<file path="src/rtl/imm_gen_pipe.sv">
//-----------------------------------------------------------------------------
// imm_gen_pipe
//   Pipelined RV32I/RV64I immediate generator. Decodes the immediate of every
//   base instruction format from the opcode, sign-extends it to XLEN, flags
//   unknown opcodes and buffers {imm, fmt, illegal} in a DEPTH-entry FIFO with
//   valid/ready handshakes on both sides. Sits between fetch and the execute
//   operand mux.
//
// Parameters
//   XLEN   immediate width, 32 or 64
//   DEPTH  FIFO entries, power of two in 2..16
//
// Ports
//   clk          rising-edge clock
//   reset_n      asynchronous active-low reset
//   in_valid     instruction word valid
//   in_ready     block can accept an instruction this cycle
//   instruction  raw 32-bit instruction word
//   out_valid    FIFO head valid
//   out_ready    consumer accepts the head this cycle
//   imm          sign-extended immediate at the head
//   fmt          head format: 0=R 1=I 2=S 3=B 4=U 5=J 7=illegal
//   illegal      head opcode not recognised
//   count        FIFO occupancy
//
// Optional feature (macro IMM_STATS_EN)
//   illegal_cnt  16-bit saturating count of pushed illegal instructions
//   push_cnt     32-bit wrapping count of pushes
//-----------------------------------------------------------------------------
`timescale 1ns/1ps

module imm_gen_pipe #(
   parameter int XLEN  = 64,
   parameter int DEPTH = 2
) (
   input  logic                     clk,
   input  logic                     reset_n,
   input  logic                     in_valid,
   output logic                     in_ready,
   input  logic [31:0]              instruction,
   output logic                     out_valid,
   input  logic                     out_ready,
   output logic [XLEN-1:0]          imm,
   output logic [2:0]               fmt,
   output logic                     illegal,
   output logic [$clog2(DEPTH):0]   count
`ifdef IMM_STATS_EN
   ,
   output logic [15:0]              illegal_cnt,
   output logic [31:0]              push_cnt
`endif
);

   localparam int PW = $clog2(DEPTH);
   localparam int CW = PW + 1;
   localparam logic [CW-1:0] FULL = CW'(DEPTH);

   typedef enum logic [2:0] {
      FMT_R   = 3'd0,
      FMT_I   = 3'd1,
      FMT_S   = 3'd2,
      FMT_B   = 3'd3,
      FMT_U   = 3'd4,
      FMT_J   = 3'd5,
      FMT_ILL = 3'd7
   } fmt_e;

   typedef struct packed {
      logic [XLEN-1:0] imm;
      logic [2:0]      fmt;
      logic            illegal;
   } entry_t;

   // ---------------------------------------------------------------- decode
   fmt_e            w_fmt;
   logic [31:0]     w_imm32;
   logic [XLEN-1:0] w_imm;
   logic            w_sign;

   assign w_sign = instruction[31];

   // NOTE: every output of a combinational block gets a default first so that
   // no path through the case leaves it unassigned, which would infer a latch.
   always_comb begin
      w_fmt   = FMT_ILL;
      w_imm32 = '0;
      case (instruction[6:0])
         7'b0000011, 7'b0010011, 7'b0011011, 7'b1100111, 7'b1110011: begin
            w_fmt   = FMT_I;
            w_imm32 = {{20{w_sign}}, instruction[31:20]};
         end
         7'b0100011: begin
            w_fmt   = FMT_S;
            w_imm32 = {{20{w_sign}}, instruction[31:25], instruction[11:7]};
         end
         7'b1100011: begin
            w_fmt   = FMT_B;
            w_imm32 = {{20{w_sign}}, instruction[7], instruction[30:25],
                       instruction[11:8], 1'b0};
         end
         7'b0110111, 7'b0010111: begin
            w_fmt   = FMT_U;
            w_imm32 = {instruction[31:12], 12'b0};
         end
         7'b1101111: begin
            w_fmt   = FMT_J;
            w_imm32 = {{12{w_sign}}, instruction[19:12], instruction[20],
                       instruction[30:21], 1'b0};
         end
         7'b0110011, 7'b0111011: begin
            w_fmt   = FMT_R;
            w_imm32 = '0;
         end
         default: begin
            w_fmt   = FMT_ILL;
            w_imm32 = '0;
         end
      endcase
   end

   // The 32-bit immediate is already sign-correct; widen by replicating bit 31
   // (this is what makes U-type negative on RV64 when inst[31] is set).
   generate
      if (XLEN > 32) begin : g_sext
         assign w_imm = {{(XLEN-32){w_imm32[31]}}, w_imm32};
      end else begin : g_nosext
         assign w_imm = w_imm32[XLEN-1:0];
      end
   endgenerate

   entry_t w_entry;
   assign w_entry.imm     = w_imm;
   assign w_entry.fmt     = w_fmt;
   assign w_entry.illegal = (w_fmt == FMT_ILL);

   // ------------------------------------------------------------------ fifo
   entry_t          r_mem [DEPTH];
   logic [PW-1:0]   r_wr_ptr;
   logic [PW-1:0]   r_rd_ptr;
   logic [CW-1:0]   r_count;
   entry_t          r_hold;
   entry_t          w_head;
   logic            w_push;
   logic            w_pop;

   // in_ready depends on registered occupancy only, so a full FIFO refuses a
   // push even in a cycle where the head is popped.
   assign in_ready  = (r_count != FULL);
   assign out_valid = (r_count != '0);
   assign w_push    = in_valid && in_ready;
   assign w_pop     = out_valid && out_ready;
   assign w_head    = r_mem[r_rd_ptr];

   // NOTE: the storage array has no reset; the occupancy counter alone
   // decides which entries are meaningful, so clearing it discards them.
   always_ff @(posedge clk) begin
      if (w_push) begin
         r_mem[r_wr_ptr] <= w_entry;
      end
   end

   // NOTE: state registers use non-blocking assignments so that every
   // register samples the pre-edge value of every other register.
   always_ff @(posedge clk or negedge reset_n) begin
      if (!reset_n) begin
         r_wr_ptr <= '0;
         r_rd_ptr <= '0;
         r_count  <= '0;
         r_hold   <= '0;
      end else begin
         if (w_push) begin
            r_wr_ptr <= r_wr_ptr + PW'(1);
         end
         if (w_pop) begin
            r_rd_ptr <= r_rd_ptr + PW'(1);
            r_hold   <= w_head;
         end
         if (w_push && !w_pop) begin
            r_count <= r_count + CW'(1);
         end else if (!w_push && w_pop) begin
            r_count <= r_count - CW'(1);
         end
      end
   end

   // When empty the outputs keep showing the last entry popped (zero after
   // reset) rather than whatever stale word sits under the read pointer.
   assign imm     = out_valid ? w_head.imm     : r_hold.imm;
   assign fmt     = out_valid ? w_head.fmt     : r_hold.fmt;
   assign illegal = out_valid ? w_head.illegal : r_hold.illegal;
   assign count   = r_count;

`ifdef IMM_STATS_EN
   // ----------------------------------------------------------------- stats
   logic [15:0] r_illegal_cnt;
   logic [31:0] r_push_cnt;

   always_ff @(posedge clk or negedge reset_n) begin
      if (!reset_n) begin
         r_illegal_cnt <= '0;
         r_push_cnt    <= '0;
      end else if (w_push) begin
         r_push_cnt <= r_push_cnt + 32'd1;
         if (w_entry.illegal && (r_illegal_cnt != 16'hFFFF)) begin
            r_illegal_cnt <= r_illegal_cnt + 16'd1;
         end
      end
   end

   assign illegal_cnt = r_illegal_cnt;
   assign push_cnt    = r_push_cnt;
`endif

endmodule

</file>
<file path="config.mk">
export PLATFORM = sky130hd
export DESIGN_NAME = imm_gen_pipe
export DESIGN_NICKNAME = d
export VERILOG_FILES = /design/src/rtl/imm_gen_pipe.sv
export SDC_FILE = /design/constraint.sdc
export NUM_CORES = 1
export LEC_CHECK = 0
export ABC_AREA = 1
export CAP_MARGIN = 30
export CORE_MARGIN = 2
export CORE_UTILIZATION = 30
export DETAILED_ROUTE_END_ITERATION = 10
export PLACE_DENSITY = 0.55
export SYNTH_ARGS = -nofsm -noshare
export SYNTH_HDL_FRONTEND = slang
export SYNTH_SLANG_ARGS = --single-unit
</file>
<file path="constraint.sdc">
create_clock -name clk -period 6.7 [get_ports clk]
set_input_delay 1.675 -clock clk [delete_from_list [all_inputs] [get_ports clk]]
set_output_delay 1.675 -clock clk [all_outputs]
set_load 0.03 [all_outputs]
</file>
# After elaboration in Yosys (flattened, before gate mapping)
# Memory sizes are Yosys's and may differ from the RTL's.
# Index checks and enable logic that the tools add are counted.
# op_classes
n_addsub	4
n_eq_ne	14
n_mux	9
n_reduce_logical	11
# ops
cell	n
32-bit case mux with 5 select lines	1
64-bit two-way mux	1
7-bit by 6-bit == test with 1-bit output, second input constant	4
7-bit == test, second input constant	4
7-bit by 5-bit == test with 1-bit output, second input constant	3
3-bit case mux with 6 select lines	1
7-bit by 2-bit == test with 1-bit output, second input constant	1
5-bit OR reduction	1
1-bit logical AND	4
2-bit two-way mux	2
2-bit nonzero test	2
2-bit OR reduction	2
3-bit == test, second input constant	1
1-bit two-way mux	3
3-bit two-way mux	1
1-bit adder, second input constant	2
2-bit by 1-bit adder with 2-bit output, second input constant	1
1-bit zero test	2
2-bit != test, second input constant	1
2-bit by 1-bit subtractor with 2-bit output, second input constant	1
# totals
reg_bits	72
mem_bits_rw	136
memories	1
# mem_list
memory	depth	word_bits	rd	rd_clocked_by_memory_dff	wr	line	rtl
r_mem	2	68	1	0	1	137	entry_t r_mem [DEPTH];

# Logic depth before layout (Yosys ltp)
# logic_depth
word_depth	6
depth_mapped	9

# Worst setup path after synthesis
# Ideal clock, no wire load.
# synth_path
path_type	register to output
start	register r_count[1], in the netlist count[1]
end	output imm[32]
t_arrival_ns	4.000
setup_slack_ns	1.025
path_stages_with_launch	7
path_buffers	3
path_cell_list	dfrtp_1 nor2_1 inv_2 buf_2 clkbuf_1 o21ai_0 buf_4
# synth_between
elab_chain_len	2
# synth_rtl
item	line	rtl
start: declaration	140	logic [CW-1:0] r_count;
start signal: assignment	179	r_count <= r_count + CW'(1);
start signal: assignment	181	r_count <= r_count - CW'(1);
2-bit nonzero test	149	assign out_valid = (r_count != '0);
net out_valid	41	output logic out_valid,
64-bit two-way mux	188	assign imm = out_valid ? w_head.imm : r_hold.imm;
end: declaration	43	output logic [XLEN-1:0] imm,
# The timed path passes the listed nets, and every way through them passes these cells.

# Final worst setup path
# layout_path
start	register r_rd_ptr
end	output imm[37]
# layout_between
elab_chain_len	2
# layout_rtl
item	line	rtl
start: declaration	139	logic [PW-1:0] r_rd_ptr;
start signal: assignment	175	r_rd_ptr <= r_rd_ptr + PW'(1);
memory read 2 x 68 bit	-	
64-bit two-way mux	188	
# No other way between the ends.

==> flow_summary.yaml <==
placement:
  place_congestion: 0.831
  hpwl_um: 8790
  dp_slack_ps: 2310
  placed_area_um2: 6610
  io_buffers: 107
worst_setup_path:
  crit_type: "reg -> out"
  r2r_slack_ps: 4360
  crit_fanout: 37
  end_kind: "output pin"
  crit_required_ps: 5030
  startpoint_type: "flop"
  worstPathArrival_ps: 2820
floorplanning:
  die_w_um: 140
  fp.coreArea_um2: 18000
  design.die.area_um2: 19600
  pin_count: 108
  start_util_pct: 30.7
  die-height_um: 140
  num_rows: 49
drt:
  avgRoutedWirePerCell_um: 13.6
  routed_wl_um: 12300
  antenna_left: 0
  drc: 0
  first_iter_violations: 240
  dr.pass1.iters: 5
  via_count: 4080
  via_per_inst: 4.49
sta:
  layout_setup_ws_ps: 2200
  fin_crit_ps: 4500
  worstMarginPinSlew_ps: 991
  slew-limit-headroom_pct: 33.8
  rsz0062_at_grt: "no"
  fin_crit_sh_pct: 67.1
  fin_setup_tns_ps: 0
  fin_worst_skew_ps: 5.00
  finalHoldViolations: 0
  setup_violations: 0
  fmax_ghz: 0.222
  finalMaxSlewViolations: 0
synthesis:
  synth_edf_count: 72
  synth_seq_area_share_pct: 57.1
  ys.flop_type: "edfxtp_1"
  async_reset_ff_share_pct: 35.7
  synth_warnings: 0
  syn_area_per_cell_um2: 9.11
  synth_fp_nets: 645
  synth.distinct_cells: 26
  synth-seq-cells: 112
  synthesis.area_um2: 5540
  synth_cells: 608
clocking:
  cts.clk_slew.worst_paths_ps: 70
  cts-resized-gates: 0
  cts_buffers: 9
  cts_sinks: 112
  holdBufCountCts: 0
  root_buffer: "clkbuf_16"
  cts_tree: "yes"
  clock_latency_ps: 350
  post_cts_buffers: 0
  htreeDepth: 3
  clk_path_buf_depth: 2
final_layout:
  design_area_um2: 6920
  diodes: 0
  drive_above_1_share_pct: 9.13
  synthToLayoutAreaGrowth_pct: 24.8
  num-nets-final: 711
  utilization_pct: 38.4
  fill_cells: 1820
pwr:
  power_density_nw_per_um2: 528
  peakVddDrop_mv: 0.458
  leakage_nw: 3.10
  total_power_mw: 3.65
global_routing:
  overflow: 0
  antenna_found_initial: 0
  grt_pass1_wl_um: 19700
  grt_max_degree: 73
  track_usage_pct: 12.7
  grt_pass1_vias: 3937
status:
  outcome: "completed"
min_path:
  hold_path.class: "reg -> reg"
run:
  drv_cap: 0
-- final timing paths --
path	startpoint	end	depth (start not counted)
setup / recovery	r_rd_ptr$_DFFE_PN0P_	imm[37]	8
hold / removal	r_hold[20]$_DFFE_PN0P_	r_hold[20]$_DFFE_PN0P_	2
setup reg to reg	count[0]$_DFFE_PN0P_	r_hold[18]$_DFFE_PN0P_	6
hold reg to reg	r_hold[20]$_DFFE_PN0P_	r_hold[20]$_DFFE_PN0P_	2
max in group asynchronous	reset_n	r_hold[16]$_DFFE_PN0P_	2
min in group asynchronous	reset_n	r_hold[31]$_DFFE_PN0P_	1
-- stage by stage --
step                      hold slack (ps)  instances
final                                 521        908
after global routing                  547        908
after CTS                             528        906
after detailed placement              507        890
after global placement                501        887
after floorplan                       483        608
-- Yosys cell counts (4+ instances only) --
cell type	instances	share of area [%]
dfrtp_1	40	18
nand3_2	13	2.3
nand2_1	238	16
nand2_2	7	0.79
inv_2	9	0.61
buf_2	13	1.2
nor2_1	13	0.88
buf_4	32	4.3
o21ai_1	4	0.36
inv_1	47	3.2
clkbuf_1	9	0.61
o21ai_0	69	6.2
a21boi_1	7	0.95
nand3_1	17	1.5
edfxtp_1	72	39
-- cells by family (layout without fill, tap and decap cells) --
family                     Yosys count  in the layout  synth area share, %
and+or+nand+nor                    297            297                 24.0
buffers and inverters              114            185                 10.6
AOI/OAI and AO/OA                   81             81                 7.63
DFF                                112            112                 57.1
xor gates and xnor gates             3              3                0.474
adders and majority gates            1              1                0.226
-- where the power goes --
| group | total, mW | internal, mW | switching (mW) | leakage, nW |
|---|---|---|---|---|
| logic | 2.14 | 0.777 | 1.36 | 1.79 |
| clock network | 0.490 | 0.251 | 0.239 | 0.130 |
| registers | 1.02 | 0.966 | 0.0575 | 1.17 |
-- state kept, by name, indices dropped and copies added, names as in the netlist --
signal and count:
r_mem 72, r_rd_ptr 1, r_wr_ptr 1, count 2, r_hold 36
-- cell type report --
type                       count  area [µm²]  share of cell area (%)
clock inverter                 6        35.0                   0.506
inverter                      56         210                    3.04
timing repair buffer         113        1180                    17.1
clock buffer                  10         229                    3.31
multi-input combinational    382        1810                    26.2
sequential                   112        3160                    45.7
tap                          229         287                    4.14
-- layer usage --
layer  share of wire (%)  track usage [%]
met1                  47             16.7
met4                 1.3             4.53
met3                 4.9             1.78
met2                  47             21.6
met5                   0                0
-- critical path, stage by stage (launching register included) --
cell	delay, ps
dfrtp_1	360
buf_4	260
inv_2	540
nand2_1	110
nand2_1	110
nand2_1	70
o21ai_2	100
buf_8	210
clkdlybuf4s50_1	690
-- cell usage in the layout, fill, tap and decap left out, types with 7 or more instances in the layout --
cell and n:
a21boi_1 7, clkbuf_16 9, clkdlybuf4s50_1 106, dfrtp_1 40, edfxtp_1 72, inv_1 47
inv_2 9, nand2_1 238, nand2_2 7, nand3_1 17, nand3_2 13, nor2_1 11
o21ai_0 68
No activity file was read; power rests on OpenSTA's default activity.
